### src/rtl/win_acc_pkg.sv
// Shared constants, state encoding and default widths for the Winograd accumulator stage.
package win_acc_pkg;

  localparam int MAX_BEATS_DEF = 256;
  localparam int ACC16_W_DEF   = 40;
  localparam int LANE_W_DEF    = 24;
  localparam int OUT_W         = 96;
  localparam int NUM_LANES     = 4;

  localparam logic [1:0]  BW_16       = 2'b00;
  localparam logic [1:0]  BW_8        = 2'b11;
  localparam logic [31:0] NEG_ZERO_32 = 32'h8000_0000;

  typedef enum logic [1:0] {
    IDLE = 2'd0,
    ACC  = 2'd1,
    HOLD = 2'd2
  } state_t;

endpackage

### src/rtl/win_acc_lane.sv
// One 8-bit-mode lane: sign-extends a 16-bit product and loads or adds it into a LANE_W accumulator.
module win_acc_lane
  import win_acc_pkg::*;
#(
  parameter int LANE_W = LANE_W_DEF
) (
  input  logic              clk,
  input  logic              rst_n,
  input  logic              load,
  input  logic              add,
  input  logic [15:0]       din,
  output logic [LANE_W-1:0] acc
);

  logic [LANE_W-1:0] acc_q;
  logic [LANE_W-1:0] acc_d;
  logic [LANE_W-1:0] din_ext;

  always_comb begin
    din_ext = {{(LANE_W-16){din[15]}}, din};
    acc_d   = acc_q;
    if (load) begin
      acc_d = din_ext;
    end else if (add) begin
      acc_d = acc_q + din_ext;
    end
  end

  always_ff @(posedge clk or negedge rst_n) begin
    if (!rst_n) begin
      acc_q <= '0;
    end else begin
      acc_q <= acc_d;
    end
  end

  assign acc = acc_q;

endmodule

### src/rtl/win_acc_stage.sv
// Group accumulator behind the Winograd multiplier: sums one group of products (one 32-bit
// product or four 16-bit lanes per beat) and hands the result downstream over valid/ready.
module win_acc_stage
  import win_acc_pkg::*;
#(
  parameter int MAX_BEATS = MAX_BEATS_DEF,
  parameter int ACC16_W   = ACC16_W_DEF,
  parameter int LANE_W    = LANE_W_DEF
) (
  input  logic        clk,
  input  logic        rst_n,
  input  logic        in_valid,
  output logic        in_ready,
  input  logic [63:0] in_data,
  input  logic        in_last,
  input  logic [1:0]  bitwidth,
  output logic        out_valid,
  input  logic        out_ready,
  output logic [95:0] out_data,
  output logic        out_mode8,
  output logic        out_trunc
);

  localparam int CNT_W = $clog2(MAX_BEATS) + 1;
  localparam logic [CNT_W-1:0] MAX_CNT = CNT_W'(MAX_BEATS);

  state_t             state_q, state_d;
  logic               mode8_q, mode8_d;
  logic               trunc_q, trunc_d;
  logic [CNT_W-1:0]   count_q, count_d;
  logic [CNT_W-1:0]   count_inc;
  logic [ACC16_W-1:0] acc16_q, acc16_d;
  logic [ACC16_W-1:0] prod_ext;
  logic [31:0]        prod32;
  logic               beat_fire;
  logic               lane_load;
  logic               lane_add;
  logic [LANE_W-1:0]  lane_acc [NUM_LANES];

  assign in_ready  = (state_q != HOLD);
  assign out_valid = (state_q == HOLD);
  assign out_mode8 = mode8_q;
  assign out_trunc = trunc_q;

  assign beat_fire = in_valid && in_ready;
  assign lane_load = beat_fire && (state_q == IDLE);
  assign lane_add  = beat_fire && (state_q == ACC);
  assign count_inc = count_q + CNT_W'(1);

  // The multiplier can emit 0x80000000 as a signed zero; fold it to a true zero.
  assign prod32   = (in_data[31:0] == NEG_ZERO_32) ? 32'd0 : in_data[31:0];
  assign prod_ext = {{(ACC16_W-32){prod32[31]}}, prod32};

  always_comb begin
    state_d = state_q;
    mode8_d = mode8_q;
    trunc_d = trunc_q;
    count_d = count_q;
    acc16_d = acc16_q;
    case (state_q)
      IDLE: begin
        if (beat_fire) begin
          mode8_d = (bitwidth == BW_8);
          trunc_d = 1'b0;
          acc16_d = prod_ext;
          count_d = CNT_W'(1);
          state_d = in_last ? HOLD : ACC;
        end
      end
      ACC: begin
        if (beat_fire) begin
          acc16_d = acc16_q + prod_ext;
          count_d = count_inc;
          if (in_last || (count_inc == MAX_CNT)) begin
            state_d = HOLD;
            trunc_d = !in_last;
          end
        end
      end
      HOLD: begin
        if (out_ready) begin
          state_d = IDLE;
        end
      end
      default: state_d = IDLE;
    endcase
  end

  always_ff @(posedge clk or negedge rst_n) begin
    if (!rst_n) begin
      state_q <= IDLE;
      mode8_q <= 1'b0;
      trunc_q <= 1'b0;
      count_q <= '0;
      acc16_q <= '0;
    end else begin
      state_q <= state_d;
      mode8_q <= mode8_d;
      trunc_q <= trunc_d;
      count_q <= count_d;
      acc16_q <= acc16_d;
    end
  end

  generate
    for (genvar gi = 0; gi < NUM_LANES; gi++) begin : g_lane
      win_acc_lane #(
        .LANE_W (LANE_W)
      ) u_lane (
        .clk   (clk),
        .rst_n (rst_n),
        .load  (lane_load),
        .add   (lane_add),
        .din   (in_data[16*gi +: 16]),
        .acc   (lane_acc[gi])
      );
    end
  endgenerate

  always_comb begin
    out_data = '0;
    if (mode8_q) begin
      for (int i = 0; i < NUM_LANES; i++) begin
        out_data[LANE_W*i +: LANE_W] = lane_acc[i];
      end
    end else begin
      out_data = {{(OUT_W-ACC16_W){acc16_q[ACC16_W-1]}}, acc16_q};
    end
  end

endmodule

### config.mk
export PLATFORM = sky130hd
export DESIGN_NAME = win_acc_stage
export DESIGN_NICKNAME = d
export VERILOG_FILES = /design/src/rtl/win_acc_pkg.sv /design/src/rtl/win_acc_lane.sv /design/src/rtl/win_acc_stage.sv
export SDC_FILE = /design/constraint.sdc
export NUM_CORES = 1
export LEC_CHECK = 0
export BUFFER_PORTS_ARGS = -buffer_cell sky130_fd_sc_hd__buf_2
export CAP_MARGIN = 20
export CORE_MARGIN = 2
export CORE_UTILIZATION = 40
export DETAILED_ROUTE_END_ITERATION = 8
export HOLD_SLACK_MARGIN = 0.12
export MAX_ROUTING_LAYER = met4
export PLACE_DENSITY_LB_ADDON = 0.05
export REMOVE_ABC_BUFFERS = 1
export SYNTH_ARGS = -nofsm -noshare
export SYNTH_HDL_FRONTEND = slang
export SYNTH_SLANG_ARGS = --single-unit
### constraint.sdc
create_clock -name clk -period 4.2 [get_ports clk]
set_clock_uncertainty 0.2 [all_clocks]
set_input_delay 0.21 -clock clk [delete_from_list [all_inputs] [get_ports clk]]
set_output_delay 0.21 -clock clk [all_outputs]
set_load 0.05 [all_outputs]
==> impl_metrics.py <==
metrics = {
    "run_status": {
        "status": "finished, final reports clean",
    },
    "power_and_ir_drop": {
        "p_sw_frac": 0.517,
        "switchingPower_mw": 5.73,
        "p_int_mw": 5.34,
        "leakagePower_nw": 7.67,
        "p_clk_frac": 0.144,
        "p_comb_frac": 0.640,
        "vdd_drop_max_v": 0.000421,
        "seqPwrFrac": 0.216,
        "cellPowerDensity_nw_per_um2": 668,
    },
    "layout": {
        "drive_above_1_share": 0.144,
        "n_fill_cell": 3535,
        "area_delta_synth_final_pct": 17.5,
        "num-nets-final": 2191,
        "fin_util": 0.479,
    },
    "die": {
        "start_util": 0.407,
        "die_x_um": 192,
        "rows": 68,
        "ioPinCount": 171,
        "fp.dieH_um": 192,
        "dieArea_um2": 36800,
        "fp.coreArea_um2": 34600,
    },
    "clock_tree": {
        "root_buffer": "clkbuf_16",
        "cts_max_level": 4,
        "clkTransAtPathRegs_ns": 0.06,
        "post_cts_buffers": 0,
        "cts_max_path_buffers": 2,
        "insertion_delay_ns": 0.44,
        "cts-buffers-inserted": 17,
        "cts.sinks": 149,
        "cts_tree": "built",
    },
    "critical_path": {
        "crit_type": "input port to flop",
        "reg2reg_slack_ns": 0.86,
        "cp-start-kind": "input port",
        "required_ns": 4.32,
        "cp.arrival_ns": 3.99,
        "worst_path_max_delay_cell": "dlygate4sd3_1",
        "max_stage_delay_ns": 0.53,
        "worstPathCellList": "dlygate4sd3_1 > buf_2 > nor4_1 > buf_4 > nand4_1 > o21ai_1 > inv_1 > ha_1 > a21oi_1 > nor2b_1 > o21ai_0 > nand2b_1 > or3b_2 > o221ai_2 > mux2i_1 > o22ai_1",
        "cp-end-kind": "flop",
        "cp_max_fo": 7,
    },
    "routing": {
        "firstDrtPassIters": 5,
        "routedWlPerCell_um": 17.8,
        "vias": 13600,
        "detail-route-antenna-nets": 0,
        "viasPerCell": 5.56,
        "drtIter0Drc": 699,
        "wirelength_um": 43600,
        "drc": 0,
    },
    "grt": {
        "grt_pass1_wl_um": 69900,
        "grt_pass1_vias": 13000,
        "antenna_found_initial": 1,
        "grt.total_usage": 0.247,
        "grt_max_degree": 97,
        "overflow": 0,
    },
    "placed_design": {
        "routabilityCongestion": 0.890,
        "dp_hpwl_um": 31300,
        "numPortBuffers": 170,
    },
    "timing": {
        "min_period_ns": 3.87,
        "setup_viol": 0,
        "rsz0062_at_grt": "no",
        "slew-limit-headroom": 0.307,
        "timing.fmax_mhz": 259,
        "tightest_slew_ns": 1.04,
        "finalMaxSlewViolations": 0,
        "fin_crit_sh": 0.921,
        "hold_viol": 0,
        "final.setup.tns_ns": 0,
    },
    "logic_synthesis": {
        "ys.flop_type": "dfrtp_1",
        "synth_area_leaders": "dfrtp_1, ha_1, nand2_1",
        "synth_area_um2": 14100,
        "synth_top_cell_area_share": 0.264,
        "synth_top_cell_by_area": "dfrtp_1",
        "ys_types": 78,
        "synthTopCellsByCount": "nand2_1, a21oi_1, o21ai_0",
        "synth_cells": 1821,
        "syn_area_per_cell_um2": 7.75,
        "ys_seq_area_frac": 0.264,
        "ys_ff_latch": 149,
        "ys.warnings.count": 0,
        "synth_edf_count": 0,
        "synth.most_common_cell": "nand2_1",
        "async_reset_ff_frac": 1.00,
    },
    "worst_hold_path": {
        "worstHoldPathType": "input port to flop",
    },
    "run": {
        "drv_cap": 0,
    },
}
flip-flops by register name, summed over array words and instances, names as in the netlist:
register	count
acc16_q	40
count_q	9
g_lane.u_lane.acc	96
out_mode8	1
state_q	2
out_trunc	1
worst paths after layout:
check,cells past startpoint,end,startpoint
setup reg to reg,10,g_lane[3].u_lane.acc[23],g_lane[3].u_lane.acc[4]
hold / removal,4,g_lane[1].u_lane.acc[6],in_data[22]
min in group asynchronous,2,g_lane[2].u_lane.acc[1],rst_n
max in group asynchronous,3,out_mode8,rst_n
setup / recovery,16,acc16_q[39],in_data[8]
hold reg to reg,2,out_trunc,out_trunc
final cells by class:
type	instances	area (µm²)	area share
Tap cell	455	569	0.0343
Timing Repair Buffer	257	1700	0.103
Antenna cell	1	2.50	0.000151
Clock buffer	24	492	0.0297
Inverter	34	128	0.00770
Multi-Input combinational cell	1524	9850	0.594
Sequential cell	149	3740	0.225
Clock inverter	8	97.6	0.00589
power by group through the flow:
| stage | registers [mW] | logic (mW) | clock network [mW] |
|---|---|---|---|
| 6_report | 2.39 | 7.08 | 1.60 |
| 4_1_cts | 2.39 | 7.11 | 1.65 |
| 5_1_grt | 2.46 | 7.81 | 1.70 |
| 2_1_floorplan | 2.26 | 5.53 | 0 |
| 3_5_place_dp | 2.41 | 7.03 | 0 |
| 3_3_place_gp | 2.41 | 7.00 | 0 |
per-stage QoR:
stage               power (mW)  hold WS, ns  instances  setup WS (ns)  cell area (µm²)
floorplan                 7.79       -0.286       1707          -1.12            13700
global placement          9.40        0.118       2352          0.358            15300
detailed placement        9.44        0.108       2352          0.216            15300
CTS                       11.1        0.136       2451          0.137            16600
global route              12.0        0.149       2452          0.121            16600
finish                    11.1        0.142       2452          0.332            16600
metal layers:
| layer | part of all wire | GRT usage | vias to the layer above |
|---|---|---|---|
| met4 | 0.016 | 0.0654 | 0 |
| met1 | 0.49 | 0.332 | 6377 |
| met2 | 0.45 | 0.394 | 318 |
| li1 | - | - | 6894 |
| met5 | 0 | - | - |
| met3 | 0.041 | 0.0294 | 46 |
cell families (layout without fill, tap and decap cells):
logic type,Yosys count,count (layout),share of synthesized area
buf+inv,148,323,0.0395
flops,149,149,0.264
simple gates,636,636,0.208
other cells,0,1,0
compound gates,597,597,0.259
xor+xnor,87,87,0.0540
mux,67,67,0.0509
fa+ha+maj,137,137,0.124
layout by cell type (no fill, tap or decap), types with 18 or more instances in the layout:
cell / synthesis / routed
buf_4: 0 / 18
buf_2: 1 / 169
nand2b_1: 21 / 19
a21oi_1: 182 / 182
a31oi_1: 24 / 24
nand2_1: 292 / 292
nor2_1: 128 / 128
nand3_1: 27 / 27
and3_1: 33 / 33
a21o_1: 58 / 58
xor2_1: 27 / 27
nor2b_1: 27 / 26
dlygate4sd3_1: 0 / 67
dfrtp_1: 149 / 147
mux2i_1: 29 / 29
xnor2_1: 60 / 60
ha_1: 132 / 132
inv_1: 34 / 33
o21ai_0: 179 / 178
a211oi_1: 23 / 23
o21a_1: 18 / 18
mux2_2: 38 / 38
o22ai_1: 18 / 18
nor3_1: 26 / 26
worst max-delay path, delay by kind of cell:
family	cells	cell delay, ns
simple gates	5	1.16
mux	1	0.23
compound gates	5	0.97
buf+inv	4	1.04
fa+ha+maj	1	0.39
what timing repair did:
action	CTS	global route
endpoints found under the setup margin	0	2
hold buffers	67	0
hold endpoints to repair	166	0
gates resized for setup	0	2
Note: power is estimated with default switching activity, not from simulation.
